==> config.mk <==
export PLATFORM = sky130hd
export DESIGN_NAME = cmp_scan_ctrl
export DESIGN_NICKNAME = d
export VERILOG_FILES = /design/src/rtl/cmp_pkg.sv /design/src/rtl/cmp_scan_addr_gen.sv /design/src/rtl/cmp_scan_ctrl.sv
export SDC_FILE = /design/constraint.sdc
export NUM_CORES = 1
export LEC_CHECK = 0
export CORE_MARGIN = 2
export CORE_UTILIZATION = 39
export CTS_CLUSTER_DIAMETER = 60
export DETAILED_ROUTE_END_ITERATION = 12
export PLACE_DENSITY = 0.75
export SYNTH_ARGS = -nofsm -noshare
export SYNTH_HDL_FRONTEND = slang
export SYNTH_SLANG_ARGS = --single-unit
==> constraint.sdc <==
create_clock -name clk -period 1.9 [get_ports clk]
set_input_delay 0.19 -clock clk [delete_from_list [all_inputs] [get_ports clk]]
set_output_delay 0.19 -clock clk [all_outputs]
set_load 0.01 [all_outputs]
==> src/rtl/cmp_pkg.sv <==
// ---------------------------------------------------------------------------
// cmp_pkg : shared compare-unit result codes, scan modes and scan FSM states.
// Revision : 1.0
// ---------------------------------------------------------------------------
`default_nettype none

package cmp_pkg;

  localparam logic [1:0] CMP_EQ = 2'b00;
  localparam logic [1:0] CMP_GT = 2'b01;
  localparam logic [1:0] CMP_LT = 2'b10;

  localparam logic MODE_MAX = 1'b0;
  localparam logic MODE_MIN = 1'b1;

  typedef enum logic [1:0] {
    S_IDLE  = 2'd0,
    S_READ  = 2'd1,
    S_DRAIN = 2'd2,
    S_DONE  = 2'd3
  } scan_state_e;

endpackage

`default_nettype wire

==> src/rtl/cmp_scan_addr_gen.sv <==
// ---------------------------------------------------------------------------
// cmp_scan_addr_gen : issue counter, wrapping read address and read strobe.
// Revision : 1.0
// ---------------------------------------------------------------------------
`default_nettype none

module cmp_scan_addr_gen #(
  parameter int ADDR_W = 5,
  parameter int CNT_W  = 6
) (
  input  logic              clk,
  input  logic              rst_n,
  input  logic              i_load,
  input  logic [ADDR_W-1:0] i_base,
  input  logic [CNT_W-1:0]  i_count,
  output logic              o_rd_en,
  output logic [ADDR_W-1:0] o_rd_addr,
  output logic              o_last
);

  logic [ADDR_W-1:0] r_base;
  logic [CNT_W-1:0]  r_count;
  logic [CNT_W-1:0]  r_i;
  logic              r_rd_en;
  logic [ADDR_W-1:0] r_rd_addr;

  // Index 0 is issued on the load edge itself, so r_i counts words already issued.
  always_ff @(posedge clk or negedge rst_n) begin
    if (!rst_n) begin
      r_base    <= '0;
      r_count   <= '0;
      r_i       <= '0;
      r_rd_en   <= 1'b0;
      r_rd_addr <= '0;
    end else if (i_load) begin
      r_base    <= i_base;
      r_count   <= i_count;
      r_i       <= CNT_W'(1);
      r_rd_en   <= 1'b1;
      r_rd_addr <= i_base;
    end else if (r_rd_en) begin
      if (r_i == r_count) begin
        r_rd_en <= 1'b0;
      end else begin
        r_rd_addr <= r_base + r_i[ADDR_W-1:0];
        r_i       <= r_i + CNT_W'(1);
      end
    end
  end

  assign o_rd_en   = r_rd_en;
  assign o_rd_addr = r_rd_addr;
  assign o_last    = r_rd_en && (r_i == r_count);

endmodule

`default_nettype wire

==> src/rtl/cmp_scan_ctrl.sv <==
// ---------------------------------------------------------------------------
// cmp_scan_ctrl : scans N words through the external compare unit, max or min.
// Revision : 1.0
// ---------------------------------------------------------------------------
`default_nettype none

module cmp_scan_ctrl
  import cmp_pkg::*;
#(
  parameter int DATA_W = 32,
  parameter int ADDR_W = 5,
  parameter int CNT_W  = 6
) (
  input  logic              clk,
  input  logic              rst_n,
  input  logic              start,
  input  logic              mode,
  input  logic [ADDR_W-1:0] base_addr,
  input  logic [CNT_W-1:0]  count,
  output logic              rd_en,
  output logic [ADDR_W-1:0] rd_addr,
  input  logic [DATA_W-1:0] rd_data,
  output logic [DATA_W-1:0] cmp_a,
  output logic [DATA_W-1:0] cmp_b,
  input  logic [1:0]        cmp_result,
  output logic              busy,
  output logic              done,
  output logic [DATA_W-1:0] best_value,
  output logic [ADDR_W-1:0] best_index,
  output logic              empty
);

  scan_state_e       r_state;
  logic              r_mode;
  logic              r_v;
  logic [CNT_W-1:0]  r_j;
  logic              r_busy;
  logic              r_done;
  logic              r_empty;
  logic [DATA_W-1:0] r_best_value;
  logic [ADDR_W-1:0] r_best_index;

  logic w_load;
  logic w_last;
  logic w_cmp_active;
  logic w_upd;

  assign w_load = (r_state == S_IDLE) && start && (count != '0);

  cmp_scan_addr_gen #(
    .ADDR_W (ADDR_W),
    .CNT_W  (CNT_W)
  ) u_addr_gen (
    .clk       (clk),
    .rst_n     (rst_n),
    .i_load    (w_load),
    .i_base    (base_addr),
    .i_count   (count),
    .o_rd_en   (rd_en),
    .o_rd_addr (rd_addr),
    .o_last    (w_last)
  );

  assign w_cmp_active = r_v && (r_j != '0);
  assign cmp_a        = w_cmp_active ? rd_data : '0;
  assign cmp_b        = r_best_value;

  // Strict comparisons only: ties and the reserved code keep the earlier winner.
  assign w_upd = ((r_mode == MODE_MAX) && (cmp_result == CMP_GT)) ||
                 ((r_mode == MODE_MIN) && (cmp_result == CMP_LT));

  always_ff @(posedge clk or negedge rst_n) begin
    if (!rst_n) begin
      r_state      <= S_IDLE;
      r_mode       <= MODE_MAX;
      r_v          <= 1'b0;
      r_j          <= '0;
      r_busy       <= 1'b0;
      r_done       <= 1'b0;
      r_empty      <= 1'b0;
      r_best_value <= '0;
      r_best_index <= '0;
    end else begin
      r_done <= 1'b0;
      r_v    <= rd_en;

      if (r_v) begin
        if (r_j == '0) begin
          r_best_value <= rd_data;
          r_best_index <= '0;
        end else if (w_upd) begin
          r_best_value <= rd_data;
          r_best_index <= r_j[ADDR_W-1:0];
        end
        r_j <= r_j + CNT_W'(1);
      end

      case (r_state)
        S_IDLE: begin
          if (start) begin
            if (count != '0) begin
              r_mode  <= mode;
              r_empty <= 1'b0;
              r_busy  <= 1'b1;
              r_j     <= '0;
              r_state <= S_READ;
            end else begin
              r_empty      <= 1'b1;
              r_best_value <= '0;
              r_best_index <= '0;
              r_done       <= 1'b1;
              r_state      <= S_DONE;
            end
          end
        end
        S_READ: begin
          if (w_last) begin
            r_state <= S_DRAIN;
          end
        end
        S_DRAIN: begin
          r_busy  <= 1'b0;
          r_done  <= 1'b1;
          r_state <= S_DONE;
        end
        S_DONE: begin
          r_state <= S_IDLE;
        end
        default: begin
          r_state <= S_IDLE;
        end
      endcase
    end
  end

  assign busy       = r_busy;
  assign done       = r_done;
  assign empty      = r_empty;
  assign best_value = r_best_value;
  assign best_index = r_best_index;

endmodule

`default_nettype wire

==> results of run 1 <==
-- registers in the layout (all words and copies together), names as in the netlist, 2 cells and up --
signal,count
best_value,32
r_j,6
u_addr_gen.r_count,6
u_addr_gen.r_i,6
best_index,5
u_addr_gen.o_rd_addr,5
u_addr_gen.r_base,5
r_state,2
-- per-stage QoR --
step	total power [uW]	instances	cell area, um2
after floorplan	6410	375	3810
after global placement	9060	640	5480
after detailed placement	9250	640	5480
after CTS	10400	657	5560
after global routing	11100	657	5570
final	10200	657	5570
-- cell usage in the layout (no fill, tap or decap), types with 6 or more instances in the layout --
master,instances
clkdlybuf4s50_1,125
dfrtp_1,73
nor2_1,57
mux2i_1,42
nand2_1,37
and2_1,33
buf_2,31
buf_4,17
ha_1,11
xnor2_1,10
xor2_1,9
clkbuf_8,9
inv_1,8
buf_12,6
-- layout make-up --
| class | instances | area (um2) |
|---|---|---|
| Clock buffer | 9 | 124 |
| Clock inverter | 7 | 95.1 |
| Fill cell | 898 | 4070 |
| Inverter | 8 | 30.0 |
| Multi-Input combinational cell | 246 | 1650 |
| Sequential cell | 73 | 1830 |
| Tap cell | 133 | 166 |
| Timing Repair Buffer | 181 | 1670 |
-- what timing repair did --
action,CTS,global route
buffers inserted,0,0
gates cloned,0,0
setup endpoints to repair,32,66
endpoints found under the hold margin,30,0
hold buffers,1,0
resized for setup,126,4
-- how the worst max path moves through the flow --
| stage | start | to | cells past startpoint |
|---|---|---|---|
| after CTS | r_j[0] | cmp_a[31] | 7 |
| after global placement | r_j[0] | cmp_a[3] | 7 |
| final | r_j[0] | cmp_a[3] | 7 |
| after global routing | r_j[0] | cmp_a[3] | 7 |
| after detailed placement | r_j[1] | cmp_a[3] | 7 |
| after floorplan | u_addr_gen.r_i[0] | u_addr_gen.o_rd_addr[4] | 8 |
-- cells by family after synthesis --
logic type / count (synthesis) / synth area share [%]
adder cells (fa/ha/maj): 12 / 4.14
multiplexers: 42 / 11.0
flip-flops: 73 / 47.9
AND/OR/NAND/NOR: 145 / 17.9
AO/OA/AOI/OAI: 27 / 4.76
buffers and inverters: 56 / 9.46
XOR/XNOR: 20 / 4.79
-- worst max-delay path: stages (launching register included) --
cell and delay, ps:
dfrtp_1 390, inv_1 60, ha_1 140, nand2b_1 60, o41a_1 350, buf_12 180
and2_1 160, buf_2 140
-- layer usage --
layer  up-vias  track usage [%]
met3        17             3.25
met2       110             32.5
met1      1457             22.6
met5         -                0
met4         0             7.09
li1       1489                -
-- power breakdown --
| group | total, uW | switching (uW) | internal, uW |
|---|---|---|---|
| clock network | 1320 | 583 | 739 |
| registers | 2840 | 546 | 2290 |
| logic | 6070 | 2750 | 3320 |
| total | 10200 | 3880 | 6350 |
==> reports/qor.yml, run 1 <==
starting_utilization_of_the_core_area_pct: 39.5
setup_tns_ps: -3250
maxcap_viol_count: 0
synth.avg_cell_area_um2: 10.2
port_buffers: 158
globalplace.congestion: 0.810
synth_most_common_cell: "dfrtp_1"
syn2layout_area_growth_pct: 46.1
post_drt_via_cell_ratio: 4.68
synth.top_cells.by_area: "dfrtp_1 48%, mux2i_1 11%, buf_4 6.9%"
design.die.area_um2: 10600
max_freq_mhz: 495
slew_headroom_pct: 72.1
dieWidth_um: 103
fin_crit_sh_pct: 106
share_of_flip_flops_with_an_asynchronous_set_or_reset_after_synthesis_pct: 100
power_leakage_uw: 0.00266
grt_max_degree: 44
synth_common_cells: "73 x dfrtp_1, 58 x nor2_1, 42 x mux2i_1"
final.hold.worst_slack_ps: 311
timing.critical_path.required_ps: 1710
regToRegSetupSlack_ps: 180
clock-skew-final_ps: 10.4
max-clock-path-buffers: 2
clkSinkCount: 73
number_of_global_route_vias_before_repair: 3070
core_occupancy_in_the_finished_layout_pct: 57.7
place.detailed.hpwl_mm: 7.10
grtUsageTotal_pct: 18.4
worstPathMaxFanout: 33
rsz0062_at_grt: "true"
placeableCoreArea_um2: 9640
drtPass1Iterations: 4
final_nets: 580
wl_met3_um: 610
synth_edf_count: 0
synth.distinct_cells: 36
violations: "negative setup slack"
worst_slew_pin_slew_ps: 419
rr_startpoint: "r_j[0]"
post-place-ws_ps: -109
routed-wl-met2_mm: 4.70
r2r.worst_path.cells: 8
postLayoutSetupSlackWorst_ps: -122
drc: 0
min_period_ps: 2020
hold_path_class: "in -> async"
worst_setup_path_start_kind: "register"
core.rowCount: 36
cts.reportedPaths.clkPinSlew_ps: 80
clk_latency_ps: 340
worst_ir_drop_vdd_v: 0.000784
status: "complete, but fails checks"
timing.critical_path.arrival_ps: 1830
synthesis.nets: 436
cts_buffers: 9
total_congestion_overflow_after_global_routing: 0
grt_pass1_wl_mm: 15.2
drive_gt1_share_pct: 15.5
ios: 159
power.density_nw_per_um2: 1840
syn_inst: 375
endpoints_failing_hold: 0
timing.final.max_slew_violations: 0
first_iter_violations: 169
timing.critical_path.to_type: "primary output"
cts-root-buf: "clkbuf_8"
ys_ff_latch: 73
synth_warnings: 0
synth.largest_area_cell: "dfrtp_1"
mappedNetlistArea_um2: 3810
vias: 3073
worstSetupPathType: "reg -> out"
final_wirelength_mm: 9.26
cts_htree_levels: 3
synth.top_cell.area_share_pct: 47.9
m1WireLength_mm: 3.76
chipHeight_um: 103
timing.final.setup_violations: 32
sequential_area_share_after_synthesis_pct: 47.9
ys_dominant_reg_cell: "dfrtp_1"
route.antenna.remaining_nets: 0
antennaDiodeCount: 0
cts_tree: "yes"
route.detailed.wl_per_inst_um: 14.1
maxUsedRoutingLayer: "met4"
antenna_found_initial: 0
rr_endpoint: "best_index[1]"
Power figures use the tool's default switching activity.
==> run 2, diff against run 1 <==
- CORE_MARGIN: 2 -> 5
==> run 2 against run 1 <==
Effect of this change:
- the flow still finishes with violations (negative setup slack)
- cell count decreased by 0.15%
- sequential share of layout area is 0.17 points lower
- setup slack better by 4.8 ps
- combinational power grew 1%
- clock power increased by 4%
- die area up 12%
- largest cell class unchanged
- first-iteration DRC count shrank 43%
- utilization grew 0.30 points
- flip-flop and latch count is the same
- total power up 1.1%
==> reports/qor.yml, run 2 (same netlist as run 1, synthesis figures left out) <==
timing.final.setup_violations: 32  # unchanged
grtUsageTotal_pct: 16.3  # was 18.4%
timing.critical_path.required_ps: 1710  # about the same
port_buffers: 158  # unchanged
ios: 159  # unchanged
timing.critical_path.arrival_ps: 1830  # about the same
m1WireLength_mm: 3.93  # was 3.76 mm
routed-wl-met2_mm: 4.74  # was 4.70 mm
worst_ir_drop_vdd_v: 0.000848  # was 0.000784 V
globalplace.congestion: 0.780  # was 0.810
route.antenna.remaining_nets: 0  # unchanged
slew_headroom_pct: 66.9  # was 72.1%
cts_tree: "yes"  # unchanged
worst_slew_pin_slew_ps: 497  # was 419 ps
final_design_area_no_fill_um2: 5590  # was 5570 um2
grt_pass1_wl_mm: 15.5  # was 15.2 mm
cts_buffers: 9  # unchanged
cts.reportedPaths.clkPinSlew_ps: 80  # about the same
cts-root-buf: "clkbuf_8"  # unchanged
endpoints_failing_hold: 0  # unchanged
rr_startpoint: "u_addr_gen.r_i[3]"  # was r_j[0]
maxUsedRoutingLayer: "met4"  # unchanged
power.density_nw_per_um2: 1850  # was 1840 nW/um2
rsz0062_at_grt: "true"  # unchanged
placeableCoreArea_um2: 9640  # unchanged
dieWidth_um: 109  # was 103 um
core_occupancy_in_the_finished_layout_pct: 58.0  # was 57.7%
wl_met3_um: 706  # was 610 um
cts_htree_levels: 3  # unchanged
drc: 0  # unchanged
most_common_cell_after_layout_fill_and_taps_aside: "clkdlybuf4s50_1"  # unchanged
max-clock-path-buffers: 2  # unchanged
violations: "negative setup slack"  # unchanged
number_of_global_route_vias_before_repair: 3215  # was 3070
postLayoutSetupSlackWorst_ps: -117  # was -122 ps
vias: 3065  # was 3073
final_nets: 579  # was 580
route.detailed.wl_per_inst_um: 14.5  # was 14.1 um
total_congestion_overflow_after_global_routing: 0  # unchanged
post_drt_via_cell_ratio: 4.67  # was 4.68
place.detailed.hpwl_mm: 7.40  # was 7.10 mm
antennaDiodeCount: 0  # unchanged
timing.critical_path.to_type: "primary output"  # unchanged
setup_tns_ps: -3470  # was -3250 ps
worst_setup_path_start_kind: "register"  # unchanged
clk_latency_ps: 350  # was 340 ps
largest_register_ff_count: 32  # unchanged
dpl_cell_area_um2: 5490  # was 5480 um2
drive_gt1_share_pct: 15.9  # was 15.5%
drtPass1Iterations: 4  # unchanged
maxcap_viol_count: 0  # unchanged
starting_utilization_of_the_core_area_pct: 39.5  # unchanged
final_wirelength_mm: 9.53  # was 9.26 mm
first_iter_violations: 96  # was 169
chipHeight_um: 109  # was 103 um
layout_common_cells: "125 x clkdlybuf4s50_1, 73 x dfrtp_1, 57 x nor2_1, 42 x mux2i_1, 37 x nand2_1"  # unchanged
antenna_found_initial: 0  # unchanged
setup.worst_path.start: "r_j[0]"  # unchanged
cts_setup_buffers: 0  # unchanged
worstPathMaxFanout: 33  # unchanged
core.rowCount: 36  # unchanged
min_period_ps: 2020  # about the same
status: "complete, but fails checks"  # unchanged
max_freq_mhz: 496  # was 495 MHz
clock-skew-final_ps: 7.89  # was 10.4 ps
grt_max_degree: 40  # was 44
power_leakage_uw: 0.00266  # about the same
clkSinkCount: 73  # unchanged
worstSetupPathType: "reg -> out"  # unchanged
hold_path_class: "in -> async"  # unchanged
syn2layout_area_growth_pct: 46.8  # was 46.1%
fin_crit_sh_pct: 106  # about the same
timing.final.max_slew_violations: 0  # unchanged
design.die.area_um2: 11800  # was 10600 um2
==> run 2: critical path, stage by stage, from the launching register on <==
cell and delay, ps:
dfrtp_1 390, inv_1 60, ha_1 140, nand2b_1 70
o41a_1 350, buf_12 180, and2_1 160, buf_2 140
==> run 2: report_power, final <==
group,internal (uW),switching [uW]
Combinational,3340,2790
Clock,753,616
Sequential,2290,548
==> run 2: final cells by class <==
class	count	area (um2)
tap	133	166
sequential	73	1830
clock buffer	9	124
multi-input combinational	246	1660
fill	878	4050
inverter	8	30.0
clock inverter	7	101
timing repair buffer	180	1690
==> run 2: final timing paths <==
check | slack (ps) | endpoint | cells past startpoint
worst max-delay path | -120 | cmp_a[17] | 7
worst min-delay path | 350 | busy | 2
max in group asynchronous | 990 | best_value[20] | 3
worst max register to register | 150 | r_state[0] | 6
min in group clk | 390 | r_mode | 3
worst min register to register | 490 | u_addr_gen.r_base[0] | 2
==> run 2: what timing repair did <==
item                                    in CTS  in global routing
hold buffers                                 1                  0
endpoints found under the setup margin      32                 70
resized for setup                          128                  7
pin swaps                                    0                  0
endpoints found under the hold margin       38                  0
==> run 2: metal layers <==
| metal | vias to the layer above | global-route usage, % |
|---|---|---|
| li1 | 1488 | - |
| met5 | - | 0 |
| met4 | 0 | 6.31 |
| met3 | 16 | 3.67 |
| met1 | 1446 | 19.3 |
| met2 | 115 | 28.8 |
==> run 2: through the flow <==
stage	setup WS, ps	std cells	total power (uW)	hold WS (ps)
global placement	-60.9	639	9090	190
finish	-117	656	10300	352
CTS	-261	656	10500	354
detailed placement	-114	639	9300	195
global route	-198	656	11100	390
floorplan	142	375	6410	-106
==> run 3, diff against run 2 <==
- ABC_AREA: default -> 0
- MAX_ROUTING_LAYER: default -> met4
==> run 3 against run 2 <==
Effect of this change:
- sequential power about the same
- flip-flop and latch count unchanged
- critical path depth unchanged
- first-iteration DRC count rose by 7.3%
- largest cell class unchanged
- the run still ends with negative setup slack left
- cell area stayed put
- largest power group unchanged
- global-route usage is 0.47 points higher
==> reports/qor.yml, run 3 (same netlist as run 1, synthesis figures left out) <==
worst-path-buf-inv: 3  # unchanged
timing.critical_path.required_ps: 1710  # about the same
most_common_cell_after_layout_fill_and_taps_aside: "clkdlybuf4s50_1"  # unchanged
violations: "negative setup slack"  # unchanged
cts-root-buf: "clkbuf_8"  # unchanged
fin_crit_sh_pct: 106  # about the same
rsz0062_at_grt: "true"  # unchanged
timing.critical_path.to_type: "primary output"  # unchanged
post_drt_via_cell_ratio: 4.67  # about the same
worst_setup_path_start_kind: "register"  # unchanged
max-clock-path-buffers: 2  # unchanged
largest_register_ff_count: 32  # unchanged
route.antenna.remaining_nets: 0  # unchanged
drive_gt1_share_pct: 15.9  # unchanged
drc: 0  # unchanged
cts_htree_levels: 3  # unchanged
clkSinkCount: 73  # unchanged
hold_path_class: "in -> async"  # unchanged
antennaDiodeCount: 0  # unchanged
vias: 3064  # was 3065
cts_buffers: 9  # unchanged
starting_utilization_of_the_core_area_pct: 39.5  # unchanged
worst_ir_drop_vdd_v: 0.000845  # was 0.000848 V
critical-path-top-delay-family: "flip-flops"  # unchanged
critical_path.slowest_cell: "dfrtp_1"  # unchanged
grt_pass1_wl_mm: 15.5  # about the same
dieWidth_um: 109  # unchanged
setup.worst_path.start: "r_j[0]"  # unchanged
placeableCoreArea_um2: 9640  # unchanged
wl_met3_um: 691  # was 706 um
port_buffers: 158  # unchanged
timing.critical_path.arrival_ps: 1820  # was 1830 ps
cts_setup_buffers: 0  # unchanged
power.total_uw: 10300  # about the same
drtPass1Iterations: 4  # unchanged
m1WireLength_mm: 3.93  # about the same
slowest_delay_ps: 390  # about the same
syn2layout_area_growth_pct: 46.8  # unchanged
worstPathMaxFanout: 33  # unchanged
route.detailed.wl_per_inst_um: 14.5  # about the same
ios: 159  # unchanged
clk_latency_ps: 340  # was 350 ps
antenna_found_initial: 0  # unchanged
power_leakage_uw: 0.00266  # unchanged
first_iter_violations: 103  # was 96
maxUsedRoutingLayer: "met4"  # unchanged
rr_startpoint: "u_addr_gen.r_i[3]"  # unchanged
cts.reportedPaths.clkPinSlew_ps: 80  # about the same
timing.final.setup_violations: 32  # unchanged
power.density_nw_per_um2: 1850  # about the same
layout_common_cells: "125 x clkdlybuf4s50_1, 73 x dfrtp_1, 57 x nor2_1, 42 x mux2i_1, 37 x nand2_1"  # unchanged
number_of_global_route_vias_before_repair: 3219  # was 3215
design.die.area_um2: 11800  # unchanged
final_wirelength_mm: 9.52  # was 9.53 mm
setup_tns_ps: -3360  # was -3470 ps
total_congestion_overflow_after_global_routing: 0  # unchanged
status: "complete, but fails checks"  # unchanged
grt_max_degree: 40  # unchanged
cts_tree: "yes"  # unchanged
place.detailed.hpwl_mm: 7.40  # unchanged
clock-skew-final_ps: 9.74  # was 7.89 ps
globalplace.congestion: 0.791  # was 0.780
timing.final.max_slew_violations: 0  # unchanged
routed-wl-met2_mm: 4.76  # was 4.74 mm
grtUsageTotal_pct: 16.8  # was 16.3%
maxcap_viol_count: 0  # unchanged
final_nets: 579  # unchanged
core.rowCount: 36  # unchanged
worst_slew_pin_slew_ps: 497  # about the same
slew_headroom_pct: 66.8  # was 66.9%
worstSetupPathType: "reg -> out"  # unchanged
chipHeight_um: 109  # unchanged
max_freq_mhz: 497  # was 496 MHz
worstPathCellList: "inv_1 -> ha_1 -> nand2b_1 -> o41a_1 -> buf_12 -> and2_1 -> buf_2"  # unchanged
postLayoutSetupSlackWorst_ps: -114  # was -117 ps
post-place-ws_ps: -114  # unchanged
min_period_ps: 2010  # was 2020 ps
endpoints_failing_hold: 0  # unchanged
## run 3: power by group
part	switching [uW]	internal (uW)
clock network	611	753
registers	549	2290
logic	2790	3340
total	3950	6380
## run 3: final timing paths
| path | end | slack [ps] | cells after the start |
|---|---|---|---|
| min in group clk | r_mode | 400 | 3 |
| max in group asynchronous | best_value[20] | 980 | 3 |
| worst max register to register | r_state[0] | 150 | 6 |
| worst min register to register | u_addr_gen.r_base[0] | 490 | 2 |
| worst min-delay path | busy | 360 | 2 |
| worst max-delay path | cmp_a[17] | -110 | 7 |
## run 3: metrics by stage
step | hold slack (ps) | instances | instance area [um2] | util (%)
final | 356 | 656 | 5590 | 58.0
after global routing | 390 | 656 | 5590 | 58.0
after CTS | 354 | 656 | 5580 | 57.9
after detailed placement | 195 | 639 | 5490 | 56.9
after global placement | 190 | 639 | 5490 | 56.9
after floorplan | -106 | 375 | 3810 | -
## run 3: layer usage
layer / vias to the layer above / track usage, %
li1: 1484 / -
met1: 1452 / 19.4
met2: 117 / 28.8
met3: 11 / 3.55
met4: 0 / 6.31
met5: - / -
## run 3: cell type report
cell class | instances | area (um2)
clock buffers | 9 | 124
clock inverters | 7 | 101
fillers | 878 | 4050
inverters | 8 | 30.0
multi-input cells | 246 | 1660
flip-flops and latches | 73 | 1830
well taps | 133 | 166
repair buffers | 180 | 1690
## run 3: what timing repair did
item	in CTS	in global routing
hold buffers	1	0
hold endpoints to repair	38	0
setup endpoints to repair	32	70
resized for setup	128	7
